`config.mk`:
```
export PLATFORM = sky130hd
export DESIGN_NAME = pm_frame_builder
export DESIGN_NICKNAME = d
export VERILOG_FILES = /design/src/rtl/pm_frame_builder.sv
export SDC_FILE = /design/constraint.sdc
export NUM_CORES = 1
export LEC_CHECK = 0
export BUFFER_PORTS_ARGS = -buffer_cell sky130_fd_sc_hd__buf_2
export CAP_MARGIN = 20
export CORE_ASPECT_RATIO = 0.8
export CORE_MARGIN = 10
export CORE_UTILIZATION = 39
export DETAILED_ROUTE_END_ITERATION = 8
export HOLD_SLACK_MARGIN = 0.05
export PLACE_DENSITY = 0.68
export SYNTH_ARGS = -nofsm -noshare
export SYNTH_HDL_FRONTEND = slang
export SYNTH_SLANG_ARGS = --single-unit
```
`constraint.sdc`:
```
create_clock -name clk -period 3.5 [get_ports clk]
set_input_delay 0.525 -clock clk [delete_from_list [all_inputs] [get_ports clk]]
set_output_delay 0.525 -clock clk [all_outputs]
set_load 0.005 [all_outputs]
```
`src/rtl/pm_frame_builder.sv`:
```
// pm_frame_builder
//   Expands packet commands from the shared command FIFO into Ethernet frames
//   (no FCS) on an 8-bit AXI-Stream master, one byte per beat. Every frame has
//   a 14-byte header (dst MAC, src MAC, EtherType, each least significant
//   byte first) and cmd_size payload bytes. A forced idle gap follows each
//   frame. Illegal sizes are dropped and counted.
//
// Ports
//   clk, rst            clock, synchronous active-high reset
//   cmd_valid/ready     command FIFO handshake (cmd_ready acts as the pop strobe)
//   cmd_size..payload   head-of-FIFO command fields
//   m_axis_*            8-bit AXI-Stream master toward the MAC TX path
//   busy                not idle, or a size check is pending
//   frame_count         completed frames (wraps)
//   drop_count          dropped commands (saturates)
//   drop_pulse          one cycle per dropped command
module pm_frame_builder #(
    parameter int MAX_SIZE     = 1500,
    parameter int IFG_CYCLES   = 12,
    parameter int PAYLOAD_MODE = 0
) (
    input  logic        clk,
    input  logic        rst,
    input  logic        cmd_valid,
    output logic        cmd_ready,
    input  logic [10:0] cmd_size,
    input  logic [47:0] cmd_d_mac,
    input  logic [47:0] cmd_s_mac,
    input  logic [15:0] cmd_ethertype,
    input  logic [7:0]  cmd_payload,
    output logic [7:0]  m_axis_tdata,
    output logic        m_axis_tvalid,
    input  logic        m_axis_tready,
    output logic        m_axis_tlast,
    output logic        busy,
    output logic [31:0] frame_count,
    output logic [15:0] drop_count,
    output logic        drop_pulse
);

    typedef enum logic [1:0] {S_IDLE, S_HDR, S_PAY, S_GAP} state_t;

    localparam int GW = (IFG_CYCLES > 1) ? $clog2(IFG_CYCLES) : 1;

    state_t         state_q, state_d;
    logic           chk_q, chk_d;      // size check pending on the latched command
    logic           rdy_q, rdy_d;
    logic [10:0]    idx_q, idx_d;      // header or payload byte index
    logic [10:0]    size_q, size_d;
    logic [47:0]    dmac_q, dmac_d;
    logic [47:0]    smac_q, smac_d;
    logic [15:0]    et_q, et_d;
    logic [7:0]     seed_q, seed_d;
    logic [GW-1:0]  gap_q, gap_d;
    logic [31:0]    fc_q, fc_d;
    logic [15:0]    dc_q, dc_d;

    logic           pop;
    logic           hs;
    logic           legal;
    logic           last_beat;
    logic [111:0]   hdr;

    assign pop       = cmd_valid && rdy_q;
    assign hs        = m_axis_tvalid && m_axis_tready;
    assign legal     = (size_q != 11'd0) && ({21'd0, size_q} <= 32'(MAX_SIZE));
    assign last_beat = (state_q == S_PAY) && (idx_q == size_q - 11'd1);
    // Header laid out so that byte i sits at bits [8i+7:8i].
    assign hdr       = {et_q, smac_q, dmac_q};

    // State register
    always_ff @(posedge clk) begin
        if (rst) begin
            state_q <= S_IDLE;
            chk_q   <= 1'b0;
            rdy_q   <= 1'b0;
            idx_q   <= '0;
            size_q  <= '0;
            dmac_q  <= '0;
            smac_q  <= '0;
            et_q    <= '0;
            seed_q  <= '0;
            gap_q   <= '0;
            fc_q    <= '0;
            dc_q    <= '0;
        end else begin
            state_q <= state_d;
            chk_q   <= chk_d;
            rdy_q   <= rdy_d;
            idx_q   <= idx_d;
            size_q  <= size_d;
            dmac_q  <= dmac_d;
            smac_q  <= smac_d;
            et_q    <= et_d;
            seed_q  <= seed_d;
            gap_q   <= gap_d;
            fc_q    <= fc_d;
            dc_q    <= dc_d;
        end
    end

    // Next-state logic
    always_comb begin
        state_d = state_q;
        chk_d   = chk_q;
        idx_d   = idx_q;
        size_d  = size_q;
        dmac_d  = dmac_q;
        smac_d  = smac_q;
        et_d    = et_q;
        seed_d  = seed_q;
        gap_d   = gap_q;
        fc_d    = fc_q;
        dc_d    = dc_q;

        case (state_q)
            S_IDLE: begin
                if (chk_q) begin
                    chk_d = 1'b0;
                    if (legal) begin
                        state_d = S_HDR;
                        idx_d   = '0;
                    end else if (dc_q != 16'hFFFF) begin
                        dc_d = dc_q + 16'd1;
                    end
                end else if (pop) begin
                    chk_d  = 1'b1;
                    size_d = cmd_size;
                    dmac_d = cmd_d_mac;
                    smac_d = cmd_s_mac;
                    et_d   = cmd_ethertype;
                    seed_d = cmd_payload;
                end
            end
            S_HDR: begin
                if (hs) begin
                    if (idx_q == 11'd13) begin
                        state_d = S_PAY;
                        idx_d   = '0;
                    end else begin
                        idx_d = idx_q + 11'd1;
                    end
                end
            end
            S_PAY: begin
                if (hs) begin
                    if (last_beat) begin
                        fc_d    = fc_q + 32'd1;
                        state_d = (IFG_CYCLES == 0) ? S_IDLE : S_GAP;
                        gap_d   = '0;
                    end else begin
                        idx_d = idx_q + 11'd1;
                    end
                end
            end
            S_GAP: begin
                if (gap_q == GW'(IFG_CYCLES - 1)) state_d = S_IDLE;
                else                              gap_d   = gap_q + 1'b1;
            end
            default: state_d = S_IDLE;
        endcase

        // Ready is registered: it rises together with the state entering IDLE
        // and falls right after a pop so the size check sees exactly one command.
        rdy_d = (state_d == S_IDLE) && !chk_d;
    end

    // Outputs
    always_comb begin
        m_axis_tvalid = 1'b0;
        m_axis_tdata  = 8'h00;
        case (state_q)
            S_HDR: begin
                m_axis_tvalid = 1'b1;
                m_axis_tdata  = hdr[{idx_q[3:0], 3'b000} +: 8];
            end
            S_PAY: begin
                m_axis_tvalid = 1'b1;
                m_axis_tdata  = (PAYLOAD_MODE == 1) ? seed_q + idx_q[7:0] : seed_q;
            end
            default: ;
        endcase
    end

    assign m_axis_tlast = last_beat;
    assign cmd_ready    = rdy_q;
    assign busy         = (state_q != S_IDLE) || chk_q;
    assign drop_pulse   = chk_q && !legal;
    assign frame_count  = fc_q;
    assign drop_count   = dc_q;

endmodule

```
==> impl_metrics.py <==
metrics = {
    "hold_path": {
        "min_to": "smac_q[38]",
        "hp-start": "cmd_s_mac[38]",
        "hold_class": "primary input to flip-flop",
        "holdPathStages": 3,
    },
    "placed_design": {
        "place_congestion": 0.8326,
        "port-buffer-count": 195,
        "dpl.hpwl_mm": 20.60,
    },
    "clock_network": {
        "numCtsBuffers": 17,
        "clock-sinks": 198,
        "clkTransAtPathRegs_ps": 90,
        "cts_buffer_depth": 2,
        "cts.htree.levels": 4,
        "cts-root-buf": "clkbuf_16",
        "tritoncts": "yes",
        "clk_latency_ps": 440,
    },
    "power_and_ir_drop": {
        "peakVddDrop_mv": 0.3036,
        "power_frac_seq_pct": 41.9,
        "p_per_area_nw_per_um2": 562.6,
        "intPower_mw": 4.166,
        "switchingPower_mw": 2.181,
        "power.leakage_nw": 4.186,
        "pwr-share-clk_pct": 31.0,
        "combPwrFrac_pct": 27.1,
        "p_sw_share_pct": 34.37,
    },
    "worst_setup_path": {
        "cp.required_ps": 3860,
        "r2r_end": "idx_q[3]",
        "critPathArrivalTime_ps": 3750,
        "slowest_stage": "or4b_2",
        "path_class": "flip-flop to flip-flop",
        "cp_max_fo": 21,
        "cp-end-kind": "flip-flop",
        "reg2reg_slack_ps": 110,
        "start_kind": "flip-flop",
        "cp_cell_sequence": "inv_1 -> ha_1 -> or4b_2 -> nor3_2 -> xnor2_1 -> and4_2 -> buf_4 -> buf_4 -> a21bo_2 -> or4b_2 -> a21oi_1",
        "r2r-start": "size_q[0]",
        "reg2reg_depth": 11,
        "cpPeakStageDelay_ps": 670,
    },
    "cells_and_area": {
        "final_cell_mix": "nand2_1, dfxtp_1, buf_2",
        "nNetsFinal": 1448,
        "drive_gt1_share_pct": 23.35,
        "final_util_pct": 47.96,
        "final_common_cell": "nand2_1",
        "areaGrowthSynthToFinish_pct": 20.09,
        "diodes": 0,
    },
    "grt": {
        "grt_pass1_vias": 8410,
        "grt_first_pass_wirelength_mm": 45.32,
        "overflow": 0,
        "grt_max_degree": 102,
        "grt_use_total_pct": 17.73,
        "antenna_found_initial": 0,
    },
    "detailed_routing": {
        "dr.first_iter.drc_count": 667,
        "drcViolationCount": 0,
        "totalWireLength_mm": 28.68,
        "routed_via_density": 5.404,
        "firstDrtPassIters": 5,
        "ant_nets": 0,
        "wl_per_cell_um": 17.63,
        "num_vias": 8793,
    },
    "synthesis": {
        "synth_top_cell_by_area": "dfxtp_1",
        "synthAdderAreaFrac_pct": 1.465,
        "synthXorXnorAreaFrac_pct": 2.331,
        "syn_inst": 1147,
        "yosysSeqAreaShare_pct": 42.19,
        "synthTopCellsByArea": "dfxtp_1, nand2_1, a21oi_1",
        "synthFlopType": "dfxtp_1",
        "async_flop_share_pct": 0,
        "synth_enable_flop_cells": 0,
        "synth.area.mux_share_pct": 8.511,
        "synth_top_area_share_pct": 42.19,
        "synth_compound_area_share_pct": 16.52,
        "synthSimpleGateAreaFrac_pct": 24.27,
        "synth_seq_cells": 198,
        "synth_nets": 1293,
        "synth_top_family_by_area": "simple AND/OR/NAND/NOR gates",
        "synth_area_per_cell_sq_um": 8.190,
        "synth_area_sq_um": 9394,
        "synth_cell_types": 61,
        "yosys_warnings": 0,
    },
    "sta": {
        "hold_viol": 0,
        "finalClockSkew_ps": 21.11,
        "max_clock_freq_mhz": 295.0,
        "setup_viol": 0,
        "timing.final.crit_period_ps": 3389,
        "slew_headroom_pct": 51.38,
        "hold_ws_ps": 311.2,
        "slew_violations": 0,
        "tightest_slew_ps": 729.2,
        "period_share_pct": 96.84,
    },
    "die": {
        "coreArea_sq_um": 23520,
        "die_area_sq_um": 30730,
        "io_pins": 196,
        "num_rows": 50,
        "die_w_um": 193.5,
        "initial_utilization_pct": 39.94,
        "die_h_um": 158.8,
    },
    "job": {
        "maxCapViolCount": 0,
    },
    "outcome": {
        "status": "finished, final reports clean",
    },
}
## sequential cells by signal, summed over array words and instances, names as in the netlist
| register | flops |
|---|---|
| dmac_q | 48 |
| smac_q | 48 |
| frame_count | 32 |
| drop_count | 16 |
| et_q | 16 |
| idx_q | 11 |
| size_q | 11 |
| seed_q | 8 |
| gap_q | 4 |
| state_q | 2 |
| chk_q | 1 |
| cmd_ready | 1 |
## power by group through the flow
| stage | registers, mW | clock network [mW] | logic [mW] |
|---|---|---|---|
| after floorplan | 2.66 | 0 | 1.19 |
| after global placement | 2.70 | 0 | 1.67 |
| after detailed placement | 2.71 | 0 | 1.69 |
| after CTS | 2.66 | 2.01 | 1.69 |
| after global routing | 2.69 | 2.10 | 1.91 |
| final | 2.66 | 1.97 | 1.72 |
## area by class of cell
class                           instances  area, sq um
Fill cell                            2389        12240
Multi-Input combinational cell        839         5032
Sequential cell                       198         3965
Timing Repair Buffer                  217         1197
Clock buffer                           19        452.9
Tap cell                              312        390.4
Clock inverter                         13        133.9
Inverter                               29        108.9
## per-stage QoR
stage,instance area [sq um],TNS [ps],power [mW],setup WS (ps),std cells
final,11280,0,6.347,110.6,1627
after detailed placement,10660,0,4.401,106.7,1594
after floorplan,9394,0,3.850,401.3,1147
after CTS,11250,0,6.361,80.61,1627
after global placement,10660,0,4.369,234.5,1594
after global routing,11280,-6.520,6.701,-6.520,1627
## worst max-delay path by stage
stage	startpoint	to	slack, ps	depth (start not counted)
finish	size_q[0]	idx_q[3]	110	11
global route	size_q[0]	idx_q[3]	-7	11
CTS	size_q[0]	m_axis_tlast	80	6
detailed placement	size_q[0]	gap_q[3]	110	8
global placement	size_q[0]	frame_count[10]	230	8
floorplan	size_q[5]	frame_count[27]	400	9
## worst max-delay path: cells and delay by family (launching register included)
family / cells / cell delay, ps
flops: 1 / 370
fa+ha+maj: 1 / 190
xor+xnor: 1 / 90
simple gates: 4 / 1820
buf+inv: 3 / 400
compound gates: 2 / 460
## metal layers
| layer | vias to the layer above | part of all wire, % | track usage, % |
|---|---|---|---|
| li1 | 4348 | - | - |
| met1 | 4182 | 48 | 24.24 |
| met2 | 233 | 46 | 27.35 |
| met3 | 30 | 4.6 | 3.615 |
| met4 | 0 | 2.0 | 5.559 |
| met5 | - | 0 | 0 |
## what timing repair did
| item | 4_1_cts | 5_1_grt |
|---|---|---|
| endpoints found under the hold margin | 0 | 0 |
| resized for setup | 1 | 6 |
| setup endpoints to repair | 1 | 32 |
| hold buffers | 0 | 0 |
| setup buffers | 1 | 0 |
| pin swaps | 1 | 1 |
## logic make-up after synthesis
kind of cell / after synthesis
XOR/XNOR: 25
buffers and inverters: 110
AO/OA/AOI/OAI: 262
multiplexers: 48
adder cells (fa/ha/maj): 11
flip-flops: 198
AND/OR/NAND/NOR: 493
## Yosys cell counts (all sizes together) (5+ instances only)
| cell type | count |
|---|---|
| nand2 | 297 |
| dfxtp | 198 |
| a21oi | 175 |
| clkbuf | 68 |
| nor2 | 41 |
| or4 | 30 |
| inv | 29 |
| nand3 | 28 |
| o31ai | 27 |
| mux4 | 24 |
| nor3 | 17 |
| mux2 | 15 |
| nand4 | 15 |
| xnor2 | 14 |
| buf | 13 |
| and3 | 11 |
| ha | 11 |
| xor2 | 11 |
| o21ai | 10 |
| a21boi | 9 |
| mux2i | 9 |
| or3 | 9 |
| o211ai | 8 |
| o221ai | 8 |
| nand2b | 7 |
| nor4 | 7 |
| and4 | 6 |
| nor2b | 6 |
| and2 | 5 |
Note: power is estimated with default switching activity, not from simulation.
